===== src/rtl/clock_monitor.sv =====
`timescale 1ns/1ps
// Measures the half-period of an asynchronous slow clock in clk_in cycles,
// flags out-of-tolerance intervals and detects loss of the monitored clock.
module clock_monitor #(
  parameter int HALF_NOM   = 5,
  parameter int TOL        = 1,
  parameter int LOSS_LIMIT = 32
) (
  input  logic       clk_in,
  input  logic       reset,
  input  logic       mon_clk,
  input  logic       enable,
  input  logic       err_clr,
  output logic       rise,
  output logic       fall,
  output logic [7:0] half_period,
  output logic       period_valid,
  output logic       freq_err,
  output logic       clk_lost
);

  typedef enum logic [1:0] {IDLE, ACQ, TRACK, LOST} state_t;

  localparam logic [7:0] LOSS_CNT = 8'(LOSS_LIMIT - 1);
  localparam logic [8:0] NOM_9    = 9'(HALF_NOM);
  localparam logic [8:0] TOL_9    = 9'(TOL);
  localparam logic [8:0] HI_9     = 9'(HALF_NOM + TOL);

  state_t     state, state_nxt;
  logic       sync1, sync2, hist;
  logic [7:0] cnt;
  logic [8:0] meas;
  logic       edge_ev, loss, capture, out_of_tol;

  assign edge_ev = sync2 ^ hist;
  assign loss    = (cnt >= LOSS_CNT) && !edge_ev;
  assign meas    = {1'b0, cnt} + 9'd1;
  // Low bound is tested as meas + TOL < HALF_NOM so a small HALF_NOM cannot wrap.
  assign out_of_tol = ((meas + TOL_9) < NOM_9) || (meas > HI_9);

  // NOTE: every sequential process uses non-blocking assignments so all flops
  // sample pre-edge values; blocking here would collapse the synchronizer chain.
  always_ff @(posedge clk_in or negedge reset) begin
    if (!reset) begin
      sync1 <= 1'b0;
      sync2 <= 1'b0;
      hist  <= 1'b0;
      state <= IDLE;
    end else begin
      sync1 <= mon_clk;
      sync2 <= sync1;
      hist  <= sync2;
      state <= state_nxt;
    end
  end

  // NOTE: defaults are assigned before the case so no path leaves a signal
  // unassigned, which would otherwise infer a latch.
  always_comb begin
    state_nxt = state;
    capture   = 1'b0;
    if (!enable) begin
      state_nxt = IDLE;
    end else begin
      case (state)
        IDLE:  state_nxt = ACQ;
        ACQ: begin
          if (edge_ev)   state_nxt = TRACK;
          else if (loss) state_nxt = LOST;
        end
        TRACK: begin
          if (edge_ev)   capture   = 1'b1;
          else if (loss) state_nxt = LOST;
        end
        LOST: begin
          if (edge_ev) state_nxt = TRACK;
        end
        default: state_nxt = IDLE;
      endcase
    end
  end

  always_ff @(posedge clk_in or negedge reset) begin
    if (!reset) begin
      cnt          <= '0;
      rise         <= 1'b0;
      fall         <= 1'b0;
      half_period  <= '0;
      period_valid <= 1'b0;
      freq_err     <= 1'b0;
      clk_lost     <= 1'b0;
    end else begin
      rise <= sync2 & ~hist;
      fall <= ~sync2 & hist;

      if (state == IDLE || edge_ev) cnt <= '0;
      else if (cnt != 8'hff)        cnt <= cnt + 8'd1;

      if (!enable) begin
        period_valid <= 1'b0;
        clk_lost     <= 1'b0;
      end else if (capture) begin
        half_period  <= meas[7:0];
        period_valid <= 1'b1;
      end else if (state != LOST && state_nxt == LOST) begin
        period_valid <= 1'b0;
        clk_lost     <= 1'b1;
      end else if (state == LOST && edge_ev) begin
        clk_lost     <= 1'b0;
      end

      // A fresh error outranks a simultaneous clear.
      if (capture && out_of_tol) freq_err <= 1'b1;
      else if (err_clr)          freq_err <= 1'b0;
    end
  end

endmodule


===== config.mk =====
export PLATFORM = sky130hd
export DESIGN_NAME = clock_monitor
export DESIGN_NICKNAME = d
export VERILOG_FILES = /design/src/rtl/clock_monitor.sv
export SDC_FILE = /design/constraint.sdc
export NUM_CORES = 1
export LEC_CHECK = 0
export ABC_AREA = 1
export BUFFER_PORTS_ARGS = -buffer_cell sky130_fd_sc_hd__buf_2
export CAP_MARGIN = 20
export CORE_ASPECT_RATIO = 0.75
export CORE_MARGIN = 1.5
export CORE_UTILIZATION = 40
export DETAILED_ROUTE_END_ITERATION = 10
export GPL_TIMING_DRIVEN = 1
export PLACE_DENSITY = 0.59
export SYNTH_ARGS = -nofsm -noshare
export SYNTH_HDL_FRONTEND = slang
export SYNTH_SLANG_ARGS = --single-unit

===== constraint.sdc =====
create_clock -name clk_in -period 1.4 [get_ports clk_in]
set_clock_uncertainty 0.1 [all_clocks]
set_input_delay 0 -clock clk_in [delete_from_list [all_inputs] [get_ports clk_in]]
set_output_delay 0 -clock clk_in [all_outputs]
set_load 0.03 [all_outputs]

==> out/qor.txt, run 1 <==
flops & latches, synth = 26
share of post-route cells with drive strength above 1 = 0.511
largest net degree at the start of global routing = 27
Initial Utilization = 0.417
fin crit share = 1.07
number of global-route vias before repair = 1,086
CTS tree = built
Post-Syn Area per Cell = 8.80 um2
Detailed Routing Iterations Pass 1 = 4
DRT antenna net count = 0
Via density = 4.98
CP max FO = 6
Tot GR Track Use = 0.208
proportion of power drawn by the clock network = 0.335
Seq/Total Area, Yosys = 0.536
P_int = 1.34 mW
WL final = 3070 um
EDFF count, synth = 0
startpoint types = flip-flop
worst skew pair latency = 0.27 ns
Sink Count = 26
antenna fix cells = 0
failing checks = setup timing
Worst Path Required = 1.45 ns
fin worst setup slack = -0.0985 ns
commonest non-fill, non-tap cell in the layout = dfrtp_1
sw frac = 0.269
Design Power = 1.84 mW
Pins Over Slew Limit = 0
Final Net Count = 199
critical path arrival = 1.55 ns
Lkg Pwr = 0.935 nW
Yosys cell types = 19
total gr overflow = 0
Site Rows = 17
DR vias = 1,125
Core ar. = 2910 um2
Hold Path Class = in2async
area share of the largest cell type after synthesis = 0.536
initial antenna violation count = 0
Max Cap Viol = 0
fillers = 219
worst-margin pin slew = 0.563 ns
f_max = 667 MHz
pre-CTS setup slack = -0.164 ns
global-route wire length before repair = 5190 um
min cycle time layout = 1.50 ns
Peak VDD IR = 0.680 mV
drt wl/cell = 13.6 um
highest-count cells in the layout ignoring fill and taps = dfrtp_1 (24), buf_4 (22), nand2_1 (20)
I/O pin count = 18
crit path kind = reg2reg
RSZ-0062 raised after global routing = yes
syn_nets = 148
crit end category = flip-flop
Rel. slew slack = 0.625
final setup violation count = 18
dominant synthesized flop cell = dfrtp_1
power per cell area = 978 nW/um2
placer congestion estimate = 0.854
Clock Tree Buf Depth = 2
synthesized cell area = 1210 um2
Die Y = 50.7 um
Final Util = 0.646
dpl hpwl = 1960 um
sequential share of power = 0.451
level count of the clock H-tree = 1
Logic pwr share = 0.215
Cells after Synth = 138
Warnings, synthesis = 0
Post-synth ARST share = 1.00
DRC = 0
total CTS buffers = 3
1st-iter DRT viols = 57
clock transition at the registers of the reported paths = 0.09 ns
Port Buffers = 17
outcome = complete, but fails checks
area leader, netlist = dfrtp_1
switching pwr = 496 uW
main area contributors after synthesis = dfrtp_1 (54%), nand2_1 (9.3%), inv_1 (7.7%), o21ai_0 (5.4%), ha_1 (5.1%)
root buffer cell = clkbuf_8
die area = 3380 um2
final hold violation count = 0
Area growth syn-to-layout = 54.9%
chip width = 66.6 um
[worst max-delay path, stage by stage, from the launching register on]
cell	delay [ns]
dfrtp_2	0.46
ha_4	0.19
nand2_8	0.07
nor2_4	0.13
nand3_2	0.12
buf_4	0.18
nand3_1	0.07
o21ai_1	0.06
[registers in the layout, summed over array words and instances (netlist names)]
signal	cells
sync2	1
clk_lost	1
period_valid	1
freq_err	1
fall	1
cnt	8
state	2
sync1	1
half_period	8
hist	1
rise	1
[worst paths after layout]
kind                                          from                  to  cells past startpoint  slack (ns)
worst max-delay path            cnt[1]$_DFFE_PN0P_  cnt[1]$_DFFE_PN0P_                      7        -0.1
worst min-delay path                         reset     sync1$_DFF_PN0_                      2        0.15
worst max register to register  cnt[1]$_DFFE_PN0P_  cnt[1]$_DFFE_PN0P_                      7        -0.1
worst min register to register     sync1$_DFF_PN0_     sync2$_DFF_PN0_                      0        0.26
max in group asynchronous                    reset  cnt[0]$_DFFE_PN0P_                      2        0.65
min in group clk_in                sync1$_DFF_PN0_     sync2$_DFF_PN0_                      0        0.26
[through the flow]
stage	hold slack, ns	cells	TNS [ns]	instance area (um2)
3_3_place_gp	-0.0855	213	-0.863	1530
5_1_grt	0.196	226	-2.44	1880
4_1_cts	0.165	225	-0.554	1790
6_report	0.146	226	-1.08	1880
2_1_floorplan	-0.396	138	-0.107	1250
3_5_place_dp	-0.0758	213	-1.10	1530
[routing by layer]
| layer | vias up | global-route usage | part of all wire |
|---|---|---|---|
| met1 | 556 | 0.300 | 0.49 |
| met4 | 0 | 0.0612 | 0.0098 |
| met2 | 27 | 0.303 | 0.46 |
| met3 | 4 | 0.0583 | 0.047 |
| met5 | - | 0 | 0 |
| li1 | 538 | - | - |
[logic make-up after synthesis]
logic type | Yosys count | share of synthesized area
and+or+nand+nor | 59 | 0.226
buffers and inverters | 26 | 0.0803
DFF | 26 | 0.536
AOI/OAI and AO/OA | 20 | 0.0927
adders and majority gates | 5 | 0.0515
xor gates and xnor gates | 2 | 0.0144
[cell usage after synthesis (2+ instances only)]
cell type  count
a21oi_1        4
dfrtp_1       26
ha_1           5
inv_1         25
nand2_1       30
nand2_2        2
nand3_1       10
nand4_1        5
nor2_1         9
o21ai_0       13
[timing repair]
action	4_1_cts	5_1_grt
resized for setup	37	23
pin swaps	16	9
hold endpoints to repair	31	0
setup endpoints to repair	21	21
hold buffers	4	0
setup buffers	4	1
[power by group through the flow]
stage	logic [mW]	registers [mW]	clock network [mW]
2_1_floorplan	0.0957	0.902	0
3_3_place_gp	0.294	0.837	0
3_5_place_dp	0.298	0.838	0
4_1_cts	0.362	0.829	0.627
5_1_grt	0.427	0.834	0.675
6_report	0.395	0.829	0.616
[final cells by class]
class / instances / area, um2 / share of cell area
multi-input combinational: 86 / 672 / 0.357
sequential: 26 / 653 / 0.347
timing repair buffer: 47 / 335 / 0.178
inverter: 25 / 103 / 0.0545
tap: 38 / 47.5 / 0.0253
clock buffer: 3 / 41.3 / 0.0219
clock inverter: 1 / 30.0 / 0.0160
Power figures use the tool's default switching activity.
==> run 2, diff against run 1 <==
==> constraint.sdc (replaced) <==
create_clock -name clk_in -period 1.4 [get_ports clk_in]
set_clock_uncertainty 0.1 [all_clocks]
set_input_delay 0.42 -clock clk_in [delete_from_list [all_inputs] [get_ports clk_in]]
set_output_delay 0.42 -clock clk_in [all_outputs]
set_load 0.03 [all_outputs]
==> run 2 against run 1 <==
The flow still finishes with violations (setup timing). Via count is 7.6% higher. Routed wire length is 23% higher. Clock power is 21% lower. Final area is 3.5% higher. Core utilization is 2.2 points higher. Setup slack worse by 0.045 ns. Worst hold slack worse by 0.13 ns. Sequential share of layout area is 1.2 points lower. Combinational power is 16% higher. Critical endpoint is now freq_err$_DFFE_PN0P_. Highest routed layer unchanged.
==> out/qor.txt, run 2 (synthesized netlist as in run 1, its figures left out) <==
worst-margin pin slew = 0.389 ns (was 0.563 ns)
DR vias = 1,211 (was 1,125)
crit-path cells = ha_4 > nand2_8 > o21bai_1 > nand2_2 > nand2_1 > nor2_1 > nand4_1 > nand2_1 > nand2_1 (was ha_4 > nand2_8 > nor2_4 > nand3_2 > buf_4 > nand3_1 > o21ai_1)
wire length on met2 = 1810 um (was 1400 um)
WL final = 3780 um (was 3070 um)
Hold Path Class = in2async (unchanged)
Detailed Routing Iterations Pass 1 = 4 (unchanged)
CTS tree = built (unchanged)
Core ar. = 2910 um2 (unchanged)
switching pwr = 535 uW (was 496 uW)
Final Net Count = 204 (was 199)
number of global-route vias before repair = 1,083 (was 1,086)
RSZ-0062 raised after global routing = yes (unchanged)
hold_ws = 0.0200 ns (was 0.146 ns)
sw frac = 0.302 (was 0.269)
Tot GR Track Use = 0.214 (was 0.208)
Post-CTS Hold Buffers = 0 (was 4)
final hold violation count = 0 (unchanged)
post-route cell area = 1950 um2 (was 1880 um2)
total CTS buffers = 3 (unchanged)
Logic pwr share = 0.258 (was 0.215)
sequential share of power = 0.469 (was 0.451)
failing checks = setup timing (unchanged)
chip width = 66.6 um (unchanged)
drt wl/cell = 16.4 um (was 13.6 um)
level count of the clock H-tree = 1 (unchanged)
Sink Count = 26 (unchanged)
slowest CP cell = dfrtp_2 (unchanged)
f_max = 648 MHz (was 667 MHz)
top routing layer used = met4 (unchanged)
Max Cap Viol = 0 (unchanged)
crit end category = flip-flop (unchanged)
power per cell area = 910 nW/um2 (was 978 nW/um2)
cell family with most CP delay = simple AND/OR/NAND/NOR gates (was flip-flops)
antenna fix cells = 0 (unchanged)
placed insts = 214 (was 213)
biggest regs = cnt: 8 flops, half_period: 8 flops, state: 2 flops (unchanged)
highest-count cells in the layout ignoring fill and taps = buf_4 (26), dfrtp_1 (24), nand2_1 (23) (was dfrtp_1 (24), buf_4 (22), nand2_1 (20))
Peak VDD IR = 0.657 mV (was 0.680 mV)
I/O pin count = 18 (unchanged)
post-place instance area = 1540 um2 (was 1530 um2)
outcome = complete, but fails checks (unchanged)
critical path arrival = 1.61 ns (was 1.55 ns)
Area growth syn-to-layout = 60.2% (was 54.9%)
DRT antenna net count = 0 (unchanged)
fin worst setup slack = -0.144 ns (was -0.0985 ns)
crit path kind = reg2reg (unchanged)
Lkg Pwr = 0.960 nW (was 0.935 nW)
Die Y = 50.7 um (unchanged)
share of post-route cells with drive strength above 1 = 0.528 (was 0.511)
fillers = 200 (was 219)
min cycle time layout = 1.54 ns (was 1.50 ns)
dpl hpwl = 1980 um (was 1960 um)
WL met3 = 251 um (was 145 um)
WP depth = 9 (was 7)
initial antenna violation count = 0 (unchanged)
Rel. slew slack = 0.741 (was 0.625)
final setup violation count = 16 (was 18)
Metal-1 WL = 1600 um (was 1490 um)
largest net degree at the start of global routing = 27 (unchanged)
worst skew pair latency = 0.28 ns (was 0.27 ns)
Worst Path Required = 1.46 ns (was 1.45 ns)
total gr overflow = 0 (unchanged)
Via density = 5.24 (was 4.98)
die area = 3380 um2 (unchanged)
Pins Over Slew Limit = 0 (unchanged)
fin crit share = 1.10 (was 1.07)
proportion of power drawn by the clock network = 0.274 (was 0.335)
CP max stage delay = 0.47 ns (was 0.46 ns)
P_int = 1.24 mW (was 1.34 mW)
1st-iter DRT viols = 77 (was 57)
startpoint types = flip-flop (unchanged)
worst reg-to-reg path cell count = 9 (was 7)
Initial Utilization = 0.417 (unchanged)
commonest non-fill, non-tap cell in the layout = buf_4 (was dfrtp_1)
CP max FO = 5 (was 6)
buffers and inverters on the worst path = 0 (was 1)
non-filler cells, final = 231 (was 226)
Clock Tree Buf Depth = 2 (unchanged)
placer congestion estimate = 0.850 (was 0.854)
clock transition at the registers of the reported paths = 0.08 ns (was 0.09 ns)
Site Rows = 17 (unchanged)
Port Buffers = 17 (unchanged)
pre-CTS setup slack = -0.172 ns (was -0.164 ns)
global-route wire length before repair = 5340 um (was 5190 um)
most used cell, CP = nand2_1
DRC = 0 (unchanged)
root buffer cell = clkbuf_8 (unchanged)
[run 2: worst paths after layout]
kind                                     from                    to  slack (ns)
max                        cnt[1]$_DFFE_PN0P_  freq_err$_DFFE_PN0P_       -0.14
min                                     reset  clk_lost$_DFFE_PN0P_        0.02
min reg2reg                   sync1$_DFF_PN0_       sync2$_DFF_PN0_        0.28
max in group asynchronous               reset    cnt[1]$_DFFE_PN0P_        0.91
min in group clk_in                   mon_clk       sync1$_DFF_PN0_        0.17
max reg2reg                cnt[1]$_DFFE_PN0P_  freq_err$_DFFE_PN0P_       -0.14
[run 2: per-layer routing]
metal	up-vias	global-route usage
met5	-	0
met4	0	0.0612
met3	16	0.0561
met2	56	0.315
met1	582	0.309
li1	557	-
[run 2: power by group through the flow]
stage | Sequential [mW] | Combinational, mW | Clock [mW]
2_1_floorplan | 0.902 | 0.0957 | 0
3_5_place_dp | 0.838 | 0.301 | 0
5_1_grt | 0.836 | 0.492 | 0.534
6_report | 0.831 | 0.457 | 0.485
3_3_place_gp | 0.837 | 0.296 | 0
4_1_cts | 0.823 | 0.363 | 0.498
[run 2: final cells by class]
type / count / area, um2 / area share
multi-input cells: 89 / 719 / 0.370
flip-flops and latches: 26 / 653 / 0.335
repair buffers: 49 / 363 / 0.186
inverters: 25 / 109 / 0.0559
clock buffers: 4 / 55.1 / 0.0283
well taps: 38 / 47.5 / 0.0244
[run 2: worst register-to-register path, cell delays in order, from the launching register on]
cell	delay, ns
dfrtp_2	0.47
ha_4	0.21
nand2_8	0.09
o21bai_1	0.09
nand2_2	0.08
nand2_1	0.06
nor2_1	0.11
nand4_1	0.08
nand2_1	0.08
nand2_1	0.05
[run 2: stage by stage]
stage,utilization,setup TNS (ns),power (mW)
3_3_place_gp,0.528,-0.860,1.13
2_1_floorplan,-,-0.107,0.998
4_1_cts,0.598,-1.03,1.68
3_5_place_dp,0.528,-1.08,1.14
6_report,0.668,-1.41,1.77
5_1_grt,0.668,-2.61,1.86
[run 2: what timing repair did]
item | in CTS | in global routing
resized for setup | 28 | 49
endpoints found under the setup margin | 21 | 24
buffers inserted | 5 | 8
hold endpoints to repair | 0 | 0
pin swaps | 11 | 21
gates cloned | 2 | 1
